## config.mk

```make
export PLATFORM = sky130hd
export DESIGN_NAME = dmem_access_ctrl
export DESIGN_NICKNAME = d
export VERILOG_FILES = /design/src/rtl/dmem_access_ctrl.sv
export SDC_FILE = /design/constraint.sdc
export NUM_CORES = 1
export LEC_CHECK = 0
export ABC_AREA = 1
export BUFFER_PORTS_ARGS = -buffer_cell sky130_fd_sc_hd__buf_2
export CORE_ASPECT_RATIO = 0.9
export CORE_MARGIN = 2
export CORE_UTILIZATION = 49
export CTS_BUF_LIST = sky130_fd_sc_hd__clkbuf_16
export DETAILED_ROUTE_END_ITERATION = 8
export PLACE_DENSITY = 0.91
export SLEW_MARGIN = 20
export SYNTH_ARGS = -nofsm -noshare
export SYNTH_HDL_FRONTEND = slang
export SYNTH_SLANG_ARGS = --single-unit
```

## constraint.sdc

```tcl
create_clock -name clk -period 6.2 [get_ports clk]
set_clock_uncertainty 0.15 [all_clocks]
set_input_delay 1.86 -clock clk [delete_from_list [all_inputs] [get_ports clk]]
set_output_delay 1.86 -clock clk [all_outputs]
set_load 0.02 [all_outputs]
```

## src/rtl/dmem_access_ctrl.sv

```systemverilog
// MEM-stage sequencer for a variable-latency data memory.
// Issues one req/ack transaction per load/store and stalls the pipe.
module dmem_access_ctrl #(
  parameter int TIMEOUT = 255,
  parameter int CNT_W   = 8
) (
  input  logic        clk,
  input  logic        reset,
  input  logic        memtoreg_M,
  input  logic        memwrite_M,
  input  logic [31:0] ALU_out_M,
  input  logic [31:0] write_data_M,
  output logic        dmem_req,
  output logic        dmem_we,
  output logic [31:0] dmem_addr,
  output logic [31:0] dmem_wdata,
  input  logic        dmem_ack,
  input  logic        dmem_err,
  input  logic [31:0] dmem_rdata,
  output logic        stall_M,
  output logic [31:0] read_data_M,
  output logic        bus_error,
  output logic [1:0]  err_cause,
  output logic [31:0] err_addr
);

  typedef enum logic [1:0] {
    S_IDLE,
    S_ACCESS,
    S_DONE,
    S_ERROR
  } state_e;

  localparam logic [CNT_W-1:0] CNT_LAST = CNT_W'(TIMEOUT - 1);

  state_e          state_q, state_d;
  logic [CNT_W-1:0] cnt_q, cnt_d;
  logic            req_q, req_d;
  logic            we_q, we_d;
  logic [31:0]     addr_q, addr_d;
  logic [31:0]     wdata_q, wdata_d;
  logic [31:0]     rdata_q, rdata_d;
  logic            err_q, err_d;
  logic [1:0]      cause_q, cause_d;
  logic [31:0]     eaddr_q, eaddr_d;

  logic mem_op;
  logic misaligned;

  assign mem_op     = memtoreg_M | memwrite_M;
  assign misaligned = ALU_out_M[1:0] != 2'b00;

  always_ff @(posedge clk or posedge reset) begin
    if (reset) begin
      state_q <= S_IDLE;
      cnt_q   <= '0;
      req_q   <= 1'b0;
      we_q    <= 1'b0;
      addr_q  <= '0;
      wdata_q <= '0;
      rdata_q <= '0;
      err_q   <= 1'b0;
      cause_q <= 2'b00;
      eaddr_q <= '0;
    end else begin
      state_q <= state_d;
      cnt_q   <= cnt_d;
      req_q   <= req_d;
      we_q    <= we_d;
      addr_q  <= addr_d;
      wdata_q <= wdata_d;
      rdata_q <= rdata_d;
      err_q   <= err_d;
      cause_q <= cause_d;
      eaddr_q <= eaddr_d;
    end
  end

  always_comb begin
    state_d = state_q;
    cnt_d   = cnt_q;
    req_d   = req_q;
    we_d    = we_q;
    addr_d  = addr_q;
    wdata_d = wdata_q;
    rdata_d = rdata_q;
    err_d   = err_q;
    cause_d = cause_q;
    eaddr_d = eaddr_q;
    unique case (state_q)
      S_IDLE: begin
        if (mem_op && misaligned) begin
          state_d = S_ERROR;
          err_d   = 1'b1;
          cause_d = 2'b11;
          eaddr_d = ALU_out_M;
        end else if (mem_op) begin
          state_d = S_ACCESS;
          req_d   = 1'b1;
          we_d    = memwrite_M;
          addr_d  = ALU_out_M;
          wdata_d = write_data_M;
          cnt_d   = '0;
        end
      end
      S_ACCESS: begin
        cnt_d = cnt_q + 1'b1;
        // err beats a same-cycle ack; timeout only if neither arrives
        if (dmem_err) begin
          state_d = S_ERROR;
          req_d   = 1'b0;
          err_d   = 1'b1;
          cause_d = 2'b01;
          eaddr_d = addr_q;
        end else if (dmem_ack) begin
          state_d = S_DONE;
          req_d   = 1'b0;
          if (!we_q) rdata_d = dmem_rdata;
        end else if (cnt_q == CNT_LAST) begin
          state_d = S_ERROR;
          req_d   = 1'b0;
          err_d   = 1'b1;
          cause_d = 2'b10;
          eaddr_d = addr_q;
        end
      end
      S_DONE:  state_d = S_IDLE;
      S_ERROR: state_d = S_ERROR;
      default: state_d = S_IDLE;
    endcase
  end

  assign stall_M = !reset &&
                   ((state_q == S_IDLE && mem_op) ||
                    state_q == S_ACCESS ||
                    state_q == S_ERROR);

  assign dmem_req    = req_q;
  assign dmem_we     = we_q;
  assign dmem_addr   = addr_q;
  assign dmem_wdata  = wdata_q;
  assign read_data_M = rdata_q;
  assign bus_error   = err_q;
  assign err_cause   = cause_q;
  assign err_addr    = eaddr_q;

endmodule

```

# [Word-level counts from Yosys, hierarchy flattened]
# Cells that the tools add are included.
# W data, S select, Z words.
[totals] regBits=143 wordCells=71
[classes] addsub=1 n_eq_ne=11 n_mux=30 bitwise_logic=4 reduce_logical=15
[op_table] operator="$mux W32" count=4
[op_table] operator="$pmux W32 S2" count=1
[op_table] operator="$mux W2" count=9
[op_table] operator="$mux W8" count=2
[op_table] operator="$pmux W8 S2" count=1
[op_table] operator="$reduce_and A4 Y1" count=3
[op_table] operator="$mux W1" count=9
[op_table] operator="$ne A3 B3 Y1 const B" count=3
[op_table] operator="$add A8 B1 Y8 const B" count=1
[op_table] operator="$eq A8 B8 Y1 const B" count=1
[op_table] operator="$pmux W2 S4" count=1
[op_table] operator="$ne A2 B2 Y1 const B" count=3
[op_table] operator="$reduce_and A3 Y1" count=2
[op_table] operator="$eq A2 B2 Y1 const B" count=2
[op_table] operator="$ne A4 B4 Y1 const B" count=1
[op_table] operator="$pmux W1 S2" count=2
[op_table] operator="$pmux W2 S2" count=1
[op_table] operator="$reduce_bool A2 Y1" count=2
[op_table] operator="$logic_and A1 B1 Y1" count=3
[op_table] operator="$not A1 Y1" count=3
[op_table] operator="$eq A2 B1 Y1 const B" count=1
[op_table] operator="$logic_not A2 Y1" count=1
[op_table] operator="$logic_or A1 B1 Y1" count=2
[op_table] operator="$reduce_and A2 Y1" count=1
[op_table] operator="other kinds (2)" count=2

# [Depth between registers and ports, before layout]
[depth] depth_word=5 ltp_mapped=10 ltp_nobuf=9

# [Worst setup path before layout]
# Ideal clock, no wire load.
[synth_path] path_kind="input -> output" from="input port memwrite_M" to="output port stall_M" t_arrival_ps=2352 required_time_ps=4190 setup_slack_ps=1838 path_stages=4 path_cell_list="inv_1 nand2_1 a21oi_1 nor2_1"
[synth_between] elab_chain_len=5
[synth_lines] item="from (decl)" line="10" source="input logic memwrite_M,"
[synth_lines] item="$or A1 B1 Y1" line="50" source="assign mem_op = memtoreg_M | memwrite_M;"
[synth_lines] item="$logic_and A1 B1 Y1" line="134" source="((state_q == S_IDLE && mem_op) ||"
[synth_lines] item="$logic_or A1 B1 Y1" line="134"
[synth_lines] item="$logic_or A1 B1 Y1" line="135" source="state_q == S_ACCESS ||"
[synth_lines] item="$logic_and A1 B1 Y1" line="133" source="assign stall_M = !reset &&"
[synth_lines] item="to (decl)" line="20" source="output logic stall_M,"
# No other way between the ends.

# [Worst setup path after layout]
[layout_path] from="input port memtoreg_M" to="output port stall_M"
[layout_between] elab_chain_len=5
[layout_lines] item="from (decl)" line="9" source="input logic memtoreg_M,"
[layout_lines] item="$or A1 B1 Y1" line="50"
[layout_lines] item="$logic_and A1 B1 Y1" line="134"
[layout_lines] item="$logic_or A1 B1 Y1" line="134"
[layout_lines] item="$logic_or A1 B1 Y1" line="135"
[layout_lines] item="$logic_and A1 B1 Y1" line="133"
# No other way between the ends.

==> out/qor.txt <==
status: finished clean
synth warn: 0
clk_lat worst skew: 0.42 ns
Lkg Pwr: 4.76 nW
row cnt: 39
CP endpoint kind: primary output
Hold Buf Count CTS: 0
Final Cycle Share: 75.1%
CP max FO: 4
layout net count: 1076
router iterations before antenna repair: 4
largest net degree at the start of global routing: 132
post-synth net total: 859
Die Y: 111 um
final WL: 16.6 mm
Initial Util: 49.8%
peak supply drop: 0.000347 V
Tmin final: 4.65 ns
flops & latches, synth: 143
synthesis-to-layout area growth: 28.8%
Avg Vias per Cell: 4.93
HP Start: read_data_M[25]
WL/cell: 14.4 um
post-place setup slack: 1.56 ns
PnR worst setup slack: 1.55 ns
IO buf count: 235
TritonCTS clock tree: built
Final HPWL DP: 11.1 mm
Setup Fix Bufs, Post-CTS: 0
CTS buffer count: 17
busiest layer in global routing: met2
worst setup path start: memtoreg_M
I/O pins: 236
grt met2 use: 41.5%
initial antenna violation count: 0
Worst Tran Pin Value: 1.04 ns
# fillers: 1023
post-route setup TNS: 0 ns
diode count: 0
first-pass GRT wire length: 26.8 mm
initial detailed-routing violation count: 380
unrepaired setup endpoints after global routing: false
final RePlAce weighted congestion: 0.822
share of cells above drive strength 1: 28.4%
pwr/cell area: 511 nW/um^2
clk sinks: 143
Tot GR Track Use: 25.2%
core area: 12500 sq um
Post-Syn Area per Cell: 8.26 sq um
Die Span X: 123 um
Clock Pin Slew Worst Setup and Hold Paths: 0.06 ns
vias in the first global route: 5592
max-slew violations: 0
post_cts resized: 0
DRT antenna net count: 0
DRC viols: 0
WP data required: 4.19 ns
Die ar.: 13700 sq um
worst reg2reg startpoint: state_q[1]
Max Clk Rate: 0.215 GHz
met3 GRT Util: 7.20%
total grt overflow: 0
post-synthesis sequential area ratio: 57.3%
Cells after Synth: 755
routing usage on met1: 31.1%
worst hold path type: reg -> reg
Setup CP Type: in -> out
Rel. slew slack: 30.3%
Yosys cell types: 21
Worst Setup Start Kind: input pin
Final Core Density: 64.1%
vias: 5660
maxcap violations: 0
Bufs on Longest Clock Path: 2
Root Driver: clkbuf_16
Fin. Hold Viols: 0
htree depth: 4
setup violators final: 0
Post-Syn Area: 6240 sq um
WP data arrival: 2.64 ns
-- stage by stage --
step / cell area [sq um] / instances / hold slack (ns) / power (mW)
2_1_floorplan: 6240 / 755 / 0.321 / 2.54
3_3_place_gp: 7460 / 1117 / 0.292 / 3.07
3_5_place_dp: 7460 / 1117 / 0.304 / 3.14
4_1_cts: 8030 / 1149 / 0.319 / 4.14
5_1_grt: 8040 / 1149 / 0.333 / 4.38
6_report: 8040 / 1149 / 0.315 / 4.10
-- cells in the mapped netlist --
cell      count  share of area, %
nand2_4       1              0.18
xor2_1        2              0.28
nor2_4        2              0.36
ha_1          2              0.40
nand3_1      43               3.4
nor2_2        1              0.10
inv_1        79               4.8
nand2_2       2              0.20
nand2_1     320                19
a21oi_1       3              0.24
a21oi_2       1              0.14
dfrtp_1     143                57
buf_6         3              0.54
nand3_2       1              0.16
inv_2         1             0.060
o21ai_0      69               5.5
buf_4         6              0.72
buf_2        17               1.4
nor2_1       10              0.60
clkbuf_1     15              0.90
nand4_1      34               3.4
-- kinds of logic (layout without fill, tap and decap cells) --
| logic type | count (synthesis) | count (layout) | share of synthesized area (%) |
|---|---|---|---|
| AOI/OAI and AO/OA | 73 | 73 | 5.92 |
| xor gates and xnor gates | 2 | 2 | 0.281 |
| adders and majority gates | 2 | 2 | 0.401 |
| buffers and inverters | 121 | 351 | 8.34 |
| DFF | 143 | 143 | 57.3 |
| and+or+nand+nor | 414 | 414 | 27.7 |
-- per-layer routing --
layer / up-vias / part of all wire, %
met5: - / 0
met4: 0 / 1.6
met3: 23 / 8.0
met2: 228 / 49
met1: 2611 / 41
li1: 2798 / -
-- cell type report --
class                   instances  area [sq um]  area share [%]
flip-flops and latches        143          3580            44.5
multi-input cells             491          2170            27.0
repair buffers                239          1210            15.1
clock buffers                  17           425            5.29
inverters                      80           305            3.80
well taps                     164           205            2.55
clock inverters                15           146            1.82
-- sequential cells by signal, summed over array words and instances (netlist names) --
signal / count
dmem_addr: 32
dmem_wdata: 32
err_addr: 32
read_data_M: 32
cnt_q: 8
err_cause: 2
state_q: 2
bus_error: 1
dmem_req: 1
dmem_we: 1
-- cells in the final DEF (no fill, tap or decap), drive strengths merged --
cell type and count:
clkinv 10, bufinv 2, nand4 34, nand2 323
nand3 44, ha 2, clkinvlp 2, inv 81
xor2 2, clkbuf 17, nor2 13, a21oi 4
dfrtp 143, o21ai 69, buf 239
-- path summary, 6_finish.rpt --
| path | end | slack (ns) | depth (start not counted) |
|---|---|---|---|
| hold reg to reg | read_data_M[25] | 0.31 | 2 |
| setup / recovery | stall_M | 1.55 | 6 |
| max in group asynchronous | dmem_wdata[19] | 3.32 | 3 |
| setup reg to reg | err_addr[1] | 3.06 | 7 |
| min in group asynchronous | dmem_req | 1.50 | 2 |
| hold / removal | read_data_M[25] | 0.31 | 2 |
-- power breakdown --
part,switching (mW),internal (mW),total [mW]
Sequential,0.242,1.31,1.55
Clock,0.390,0.589,0.979
Combinational,1.09,0.486,1.57
Total,1.72,2.39,4.10
-- worst max-delay path, cell delays in order --
cell and delay [ns]:
buf_2 0.10, inv_1 0.05, nand2_1 0.17, a21oi_1 0.23
nor2_1 0.07, buf_2 0.17
(Power assumes the default switching activity.)
